### config.mk
export PLATFORM = sky130hd
export DESIGN_NAME = writeback_queue_flat
export DESIGN_NICKNAME = d
export VERILOG_FILES = /design/src/rtl/writeback_queue_if.sv /design/src/rtl/writeback_queue.sv /design/src/flat_wrapper.sv
export SDC_FILE = /design/constraint.sdc
export NUM_CORES = 1
export LEC_CHECK = 0
export ABC_CLOCK_PERIOD_IN_PS = 8000
export BUFFER_PORTS_ARGS = -buffer_cell sky130_fd_sc_hd__buf_4
export CORE_MARGIN = 2
export CORE_UTILIZATION = 30
export CTS_CLUSTER_DIAMETER = 40
export DETAILED_ROUTE_END_ITERATION = 10
export SYNTH_ARGS = -nofsm -noshare
export SYNTH_HDL_FRONTEND = slang
export SYNTH_SLANG_ARGS = --single-unit
### constraint.sdc
create_clock -name clk -period 8 [get_ports clk]
set_input_delay 0.4 -clock clk [delete_from_list [all_inputs] [get_ports clk]]
set_output_delay 0.4 -clock clk [all_outputs]
set_load 0.03 [all_outputs]
### src/rtl/writeback_queue_if.sv
// Result-handshake and register-file write-port bundle for writeback_queue.
// The slave side is the queue; the master side is the producers plus the write-port consumer.
interface writeback_queue_if #(
  parameter int unsigned REG_COUNT = 32,
  parameter int unsigned REG_WIDTH = 32
);
  localparam int unsigned IW = $clog2(REG_COUNT);

  logic                 alu_valid;
  logic                 alu_ready;
  logic [IW-1:0]        alu_rd;
  logic [REG_WIDTH-1:0] alu_value;

  logic                 mem_valid;
  logic                 mem_ready;
  logic [IW-1:0]        mem_rd;
  logic [REG_WIDTH-1:0] mem_value;

  logic                 wb_stall;
  logic [IW-1:0]        rd;
  logic [REG_WIDTH-1:0] rd_value;
  logic                 wr_en;

  modport master (
    output alu_valid, alu_rd, alu_value,
    output mem_valid, mem_rd, mem_value,
    output wb_stall,
    input  alu_ready, mem_ready,
    input  rd, rd_value, wr_en
  );

  modport slave (
    input  alu_valid, alu_rd, alu_value,
    input  mem_valid, mem_rd, mem_value,
    input  wb_stall,
    output alu_ready, mem_ready,
    output rd, rd_value, wr_en
  );
endinterface

### src/rtl/writeback_queue.sv
// In-order write-back FIFO with per-register pending tracking (load beats ALU on enqueue).
// Optional combinational forwarding lookup is built only when WB_FORWARD_EN is defined.
module writeback_queue #(
  parameter int unsigned REG_COUNT = 32,
  parameter int unsigned REG_WIDTH = 32,
  parameter int unsigned DEPTH     = 4
) (
  input  logic                         clk,
  input  logic                         reset_n,
  writeback_queue_if.slave             bus,
  input  logic [$clog2(REG_COUNT)-1:0] rs1,
  input  logic [$clog2(REG_COUNT)-1:0] rs2,
  output logic [REG_COUNT-1:0]         pending_mask,
  output logic [$clog2(DEPTH):0]       level,
  output logic                         fwd1_hit,
  output logic [REG_WIDTH-1:0]         fwd1_value,
  output logic                         fwd2_hit,
  output logic [REG_WIDTH-1:0]         fwd2_value
);
  localparam int unsigned IW = $clog2(REG_COUNT);
  localparam int unsigned PW = $clog2(DEPTH);
  localparam int unsigned LW = PW + 1;
  localparam int unsigned CW = $clog2(DEPTH + 1);

  logic [IW-1:0]        q_rd  [DEPTH];
  logic [REG_WIDTH-1:0] q_val [DEPTH];
  logic [PW-1:0]        head;
  logic [PW-1:0]        tail;
  logic [CW-1:0]        pend_cnt [REG_COUNT];

  logic                 pop;
  logic                 space;
  logic                 mem_fire;
  logic                 alu_fire;
  logic                 push;
  logic [IW-1:0]        in_rd;
  logic [REG_WIDTH-1:0] in_val;
  logic [REG_COUNT-1:0] inc;
  logic [REG_COUNT-1:0] dec;

  assign pop   = (level != '0) && !bus.wb_stall;
  assign space = (level < LW'(DEPTH)) || pop;

  // Readies are gated by reset_n so they stay low for the whole reset window.
  assign bus.mem_ready = reset_n && space;
  assign bus.alu_ready = reset_n && space && !bus.mem_valid;

  assign mem_fire = bus.mem_valid && bus.mem_ready;
  assign alu_fire = bus.alu_valid && bus.alu_ready;
  assign in_rd    = mem_fire ? bus.mem_rd    : bus.alu_rd;
  assign in_val   = mem_fire ? bus.mem_value : bus.alu_value;
  // Writes to r0 complete the handshake but never occupy a slot.
  assign push     = (mem_fire || alu_fire) && (in_rd != '0);

  assign bus.wr_en    = pop;
  assign bus.rd       = pop ? q_rd[head]  : '0;
  assign bus.rd_value = pop ? q_val[head] : '0;

  always_ff @(posedge clk or negedge reset_n) begin
    if (!reset_n) begin
      head  <= '0;
      tail  <= '0;
      level <= '0;
    end else begin
      if (push) tail <= tail + 1'b1;
      if (pop)  head <= head + 1'b1;
      level <= level + LW'(push) - LW'(pop);
    end
  end

  always_ff @(posedge clk) begin
    if (push) begin
      q_rd[tail]  <= in_rd;
      q_val[tail] <= in_val;
    end
  end

  always_comb begin
    inc = '0;
    dec = '0;
    if (push) inc[in_rd] = 1'b1;
    if (pop)  dec[q_rd[head]] = 1'b1;
  end

  always_ff @(posedge clk or negedge reset_n) begin
    if (!reset_n) begin
      for (int unsigned i = 0; i < REG_COUNT; i++) pend_cnt[i] <= '0;
    end else begin
      for (int unsigned i = 0; i < REG_COUNT; i++) begin
        if (inc[i] && !dec[i])      pend_cnt[i] <= pend_cnt[i] + 1'b1;
        else if (dec[i] && !inc[i]) pend_cnt[i] <= pend_cnt[i] - 1'b1;
      end
    end
  end

  always_comb begin
    pending_mask = '0;
    for (int unsigned i = 1; i < REG_COUNT; i++) pending_mask[i] = (pend_cnt[i] != '0);
  end

`ifdef WB_FORWARD_EN
  // Scan oldest to youngest so the last match wins; level is 0 under reset.
  always_comb begin
    fwd1_hit   = 1'b0;
    fwd1_value = '0;
    fwd2_hit   = 1'b0;
    fwd2_value = '0;
    for (int unsigned k = 0; k < DEPTH; k++) begin
      if (LW'(k) < level) begin
        if ((rs1 != '0) && (q_rd[PW'(head + PW'(k))] == rs1)) begin
          fwd1_hit   = 1'b1;
          fwd1_value = q_val[PW'(head + PW'(k))];
        end
        if ((rs2 != '0) && (q_rd[PW'(head + PW'(k))] == rs2)) begin
          fwd2_hit   = 1'b1;
          fwd2_value = q_val[PW'(head + PW'(k))];
        end
      end
    end
  end
`else
  logic unused_fwd;
  assign unused_fwd = ^{rs1, rs2};
  assign fwd1_hit   = 1'b0;
  assign fwd1_value = '0;
  assign fwd2_hit   = 1'b0;
  assign fwd2_value = '0;
`endif
endmodule

### src/flat_wrapper.sv
// flat-port wrapper written by rule: the top's interface ports become plain ports
module writeback_queue_flat 
#(
  parameter int unsigned REG_COUNT = 32,
  parameter int unsigned REG_WIDTH = 32,
  parameter int unsigned DEPTH     = 4
)
  (clk, reset_n, rs1, rs2, pending_mask, level, fwd1_hit, fwd1_value, fwd2_hit, fwd2_value, bus_alu_valid, bus_alu_rd, bus_alu_value, bus_mem_valid, bus_mem_rd, bus_mem_value, bus_wb_stall, bus_alu_ready, bus_mem_ready, bus_rd, bus_rd_value, bus_wr_en);
  writeback_queue_if #(.REG_COUNT(REG_COUNT), .REG_WIDTH(REG_WIDTH)) bus_i ();
  input  logic clk;
  input  logic reset_n;
  input  logic [$clog2(REG_COUNT)-1:0] rs1;
  input  logic [$clog2(REG_COUNT)-1:0] rs2;
  output logic [REG_COUNT-1:0] pending_mask;
  output logic [$clog2(DEPTH):0] level;
  output logic fwd1_hit;
  output logic [REG_WIDTH-1:0] fwd1_value;
  output logic fwd2_hit;
  output logic [REG_WIDTH-1:0] fwd2_value;
  input wire logic [$bits(bus_i.alu_valid)-1:0] bus_alu_valid;
  input wire logic [$bits(bus_i.alu_rd)-1:0] bus_alu_rd;
  input wire logic [$bits(bus_i.alu_value)-1:0] bus_alu_value;
  input wire logic [$bits(bus_i.mem_valid)-1:0] bus_mem_valid;
  input wire logic [$bits(bus_i.mem_rd)-1:0] bus_mem_rd;
  input wire logic [$bits(bus_i.mem_value)-1:0] bus_mem_value;
  input wire logic [$bits(bus_i.wb_stall)-1:0] bus_wb_stall;
  output wire logic [$bits(bus_i.alu_ready)-1:0] bus_alu_ready;
  output wire logic [$bits(bus_i.mem_ready)-1:0] bus_mem_ready;
  output wire logic [$bits(bus_i.rd)-1:0] bus_rd;
  output wire logic [$bits(bus_i.rd_value)-1:0] bus_rd_value;
  output wire logic [$bits(bus_i.wr_en)-1:0] bus_wr_en;
  assign bus_i.alu_valid = bus_alu_valid;
  assign bus_i.alu_rd = bus_alu_rd;
  assign bus_i.alu_value = bus_alu_value;
  assign bus_i.mem_valid = bus_mem_valid;
  assign bus_i.mem_rd = bus_mem_rd;
  assign bus_i.mem_value = bus_mem_value;
  assign bus_i.wb_stall = bus_wb_stall;
  assign bus_alu_ready = bus_i.alu_ready;
  assign bus_mem_ready = bus_i.mem_ready;
  assign bus_rd = bus_i.rd;
  assign bus_rd_value = bus_i.rd_value;
  assign bus_wr_en = bus_i.wr_en;
  writeback_queue #(.REG_COUNT(REG_COUNT), .REG_WIDTH(REG_WIDTH), .DEPTH(DEPTH)) u_core (.clk(clk), .reset_n(reset_n), .bus(bus_i), .rs1(rs1), .rs2(rs2), .pending_mask(pending_mask), .level(level), .fwd1_hit(fwd1_hit), .fwd1_value(fwd1_value), .fwd2_hit(fwd2_hit), .fwd2_value(fwd2_value));
endmodule
==> results.txt <==
----------------------------------------------------
[Status]
  Result of the run ... finished clean

[Floorplanning]
  Area of the die ... 43420 sq um
  Number of standard-cell rows in the floorplan ... 74
  Number of placed I/O pins ... 230
  Die Y-Extent ... 208.4 um
  Area of the core region ... 41020 sq um
  Initial cell density of the core ... 30.55%
  Die X-Extent ... 208.4 um

[Power and ir drop]
  Power share of the clock group ... 27.3%
  VDD IR-drop max ... 124.5 uV
  Leakage power total ... 6.086 nW
  Switching component of the power ... 1.987 mW
  Pwr/cell area ... 363.3 nW/um^2
  Total power ... 5.522 mW
  Fraction of power spent switching nets ... 35.99%
  Proportion of power drawn by combinational gates ... 36.7%
  Part of the power in registers ... 35.9%
  Int Power ... 3.535 mW

[Drt]
  First-pass detailed-route iteration total ... 4
  Via count normalized by instance count ... 4.459
  Overall via count from detail_route ... 7232
  Number of nets with antenna violations after detailed routing ... 0
  Detailed Route WL ... 27180 um
  WL/cell ... 16.76 um
  First-iteration detailed-routing DRC count ... 385
  # DRC ... 0

[GRT]
  Maximum number of pins on one net before global-route repair ... 56
  Wire length of the first global-routing pass ... 42660 um
  Congestion Overflow GR ... 0
  Overall Global Routing Usage ... 12.77%
  Initial antenna violation count ... 0
  Via count of the first global-routing pass ... 7439

[Synthesis]
  Number of flops mapped to enable cells by yosys ... 148
  Count of different cell masters after synthesis ... 43
  Avg Cell Area, Syn ... 14.10 sq um
  Number of flip-flops and latches in the synthesized netlist ... 248
  Post-synth top area share ... 35.46%
  Instance count of the mapped netlist ... 889
  Biggest area consumer among synthesized cells ... sky130_fd_sc_hd__edfxtp_1
  Asr flop ratio synth ... 40.32%
  Main synth FF type ... sky130_fd_sc_hd__edfxtp_1
  Sequential share of the synthesized area ... 55.43%
  Synth area leaders ... sky130_fd_sc_hd__edfxtp_1, sky130_fd_sc_hd__dfrtp_1, sky130_fd_sc_hd__mux4_2, sky130_fd_sc_hd__mux2_2, sky130_fd_sc_hd__fa_1
  Post-synthesis instance area ... 12530 sq um
  Number of synthesis warnings ... 0

[Placed design]
  # port buffers ... 152
  Global placer's final weighted congestion ... 0.7959
  Placed inst area ... 14040 sq um
  HPWL Detailed ... 18390 um
  Worst slack at placement ... 3.576 ns

[Layout]
  Finished Cell Area ... 15200 sq um
  Final #Nets ... 1223
  Layout overhead on the synthesized area ... 21.31%
  Most common library cell in the layout ignoring fill and taps ... sky130_fd_sc_hd__buf_4
  Most frequent cells in the layout ... sky130_fd_sc_hd__buf_4, sky130_fd_sc_hd__edfxtp_1, sky130_fd_sc_hd__dfrtp_1, sky130_fd_sc_hd__conb_1, sky130_fd_sc_hd__mux2_2
  Fill cell total of the finished layout ... 3929
  Fraction of final layout cells sized beyond drive strength 1 ... 30.55%
  Count of inserted antenna diode cells ... 0

[Worst setup path]
  Worst setup path start ... reset_n
  Startpoint of the lowest-slack register-to-register path ... u_core.level[2]
  Required time reported for the critical path endpoint ... 8.40 ns
  Depth of the most critical reg-to-reg path ... 9
  End of the worst register-to-register path ... u_core.pend_cnt[13]
  Worst endpoint data arrival time ... 4.78 ns
  Worst R2R Setup Slack ... 4.23 ns
  Worst Path Class, Setup ... in -> reg
  Largest fanout of any net on the critical path ... 47
  Critical Path Source Type ... input pin
  Capturing element type of the critical path ... flop
  Critical Path Sink ... u_core.pend_cnt[13]

[Timing]
  Clock tree skew after final layout ... 0.02932 ns
  Post-layout minimum cycle time ... 4.377 ns
  Worst slew slack as a fraction of its limit ... 16.91%
  Unrepaired setup endpoints after global routing ... false
  Final setup margin ... 3.623 ns
  Worst-margin pin slew ... 1.233 ns
  Final Hold Fails ... 0
  Post-route setup TNS ... 0 ns
  Number of max-slew violations in the final report ... 0
  Max Fclk ... 228.4 MHz
  Count of endpoints failing setup in the final report ... 0
  Final clock period utilization by the worst path ... 54.72%

[Clocking]
  Clock Tree Buf Depth ... 3
  H-Tree Level Count ... 2
  Setup Buffers After CTS ... 0
  Clock tree sinks ... 248
  Root buffer selected by CTS ... sky130_fd_sc_hd__clkbuf_16
  Clock-pin transition on the worst setup and hold timing paths ... 0.06 ns
  Clock tree from TritonCTS ... done
  Clk_lat worst skew ... 0.52 ns
  CTS buffer count ... 36

[Hold path]
  Min-Delay Path Class ... in -> reg

[Flow run]
  Max Cap Violations ... 0

----------------------------------------------------
==> per-layer routing <==
layer / vias to the layer above / global-route usage [%] / wire length (um)
met5: - / 0 / 0
met4: 0 / 3.994 / 660
met3: 50 / 3.940 / 2240
met2: 248 / 19.82 / 12120
met1: 3587 / 17.08 / 12160
li1: 3347 / - / -
==> power groups by stage <==
stage	Sequential [mW]	Combinational (mW)	Clock [mW]
2_1_floorplan	1.96	1.45	0
3_3_place_gp	1.99	2.03	0
3_5_place_dp	2.01	2.07	0
4_1_cts	1.99	2.08	1.55
5_1_grt	2.03	2.24	1.61
6_report	1.98	2.03	1.51
==> cells by family (layout without fill, tap and decap cells) <==
group | count (synthesis) | after routing | synth area share, %
AOI/OAI and AO/OA | 26 | 26 | 1.378
buffers and inverters | 136 | 271 | 6.280
adders and majority gates | 69 | 69 | 8.806
xor gates and xnor gates | 98 | 98 | 6.849
DFF | 248 | 248 | 55.43
and+or+nand+nor | 208 | 208 | 8.616
other | 1 | 67 | 0.02992
muxes | 103 | 103 | 12.61
==> worst min path at each step <==
| stage | end | slack [ns] | cells after the start | from |
|---|---|---|---|---|
| after floorplan | u_core.head[0] | 0.10 | 0 | reset_n |
| after global placement | u_core.pend_cnt[56] | 0.45 | 1 | u_core.pend_cnt[56] |
| after detailed placement | u_core.pend_cnt[11] | 0.45 | 1 | u_core.pend_cnt[11] |
| after CTS | u_core.q_val[2][20] | 0.20 | 2 | bus_alu_value[20] |
| after global routing | u_core.q_val[2][10] | 0.22 | 2 | bus_mem_value[10] |
| final | u_core.q_val[3][15] | 0.23 | 2 | bus_mem_value[15] |
==> sequential cells by signal (all words and copies together), names as in the netlist <==
register         count
u_core.head          2
u_core.pend_cnt     93
u_core.q_val       128
u_core.q_rd         20
u_core.tail          2
u_core.level         3
==> Yosys cell counts (2+ instances only) <==
cell type                  instances
sky130_fd_sc_hd__nand2b_1          3
sky130_fd_sc_hd__and3_1            4
sky130_fd_sc_hd__ha_1             37
sky130_fd_sc_hd__inv_2             2
sky130_fd_sc_hd__a211oi_1          3
sky130_fd_sc_hd__edfxtp_1        148
sky130_fd_sc_hd__xor2_1           62
sky130_fd_sc_hd__nor3b_2           2
sky130_fd_sc_hd__nor3_1           22
sky130_fd_sc_hd__nor4_1            3
sky130_fd_sc_hd__and2_1           44
sky130_fd_sc_hd__buf_2             8
sky130_fd_sc_hd__o21ai_0           6
sky130_fd_sc_hd__nand2_1          39
sky130_fd_sc_hd__o21a_1            4
sky130_fd_sc_hd__xnor2_1          36
sky130_fd_sc_hd__buf_4            69
sky130_fd_sc_hd__and2_2            4
sky130_fd_sc_hd__mux4_2           37
sky130_fd_sc_hd__nor2_1           48
sky130_fd_sc_hd__a31oi_1           3
sky130_fd_sc_hd__fa_1             32
sky130_fd_sc_hd__clkbuf_1         11
sky130_fd_sc_hd__mux2_2           65
sky130_fd_sc_hd__and4_1            2
sky130_fd_sc_hd__nand4_1           2
sky130_fd_sc_hd__dfrtp_1         100
sky130_fd_sc_hd__inv_1            44
sky130_fd_sc_hd__a21oi_1           4
sky130_fd_sc_hd__or3_1            32
==> repair_timing <==
action	in CTS	in global routing
hold endpoints to repair	45	0
gates resized for setup	0	0
hold buffers	1	0
==> final cells by class <==
class	count	area [sq um]	area share, %
clock inverters	21	203.9	1.342
well taps	532	665.6	4.379
inverters	46	172.7	1.136
repair buffers	162	1219	8.016
multi-input cells	571	5049	33.21
clock buffers	42	944.7	6.214
flip-flops and latches	248	6948	45.70
==> critical path, cell delays in order <==
cell and delay [ns]:
sky130_fd_sc_hd__dlygate4sd3_1 0.53, sky130_fd_sc_hd__buf_4 0.51, sky130_fd_sc_hd__a21bo_2 0.38, sky130_fd_sc_hd__inv_2 0.24
sky130_fd_sc_hd__nand2_2 0.60, sky130_fd_sc_hd__a31oi_1 0.93, sky130_fd_sc_hd__nor3_1 0.12, sky130_fd_sc_hd__ha_1 0.28
sky130_fd_sc_hd__inv_1 0.09, sky130_fd_sc_hd__fa_1 0.39, sky130_fd_sc_hd__mux2_2 0.27
==> through the flow <==
| step | hold WS [ns] | util [%] | std cells |
|---|---|---|---|
| global route | 0.2163 | 37.06 | 1622 |
| floorplan | 0.1044 | - | 955 |
| finish | 0.2271 | 37.06 | 1622 |
| global placement | 0.4484 | 34.24 | 1558 |
| CTS | 0.1987 | 37.06 | 1622 |
| detailed placement | 0.4520 | 34.24 | 1558 |
Note: power is estimated with default switching activity, not from simulation.
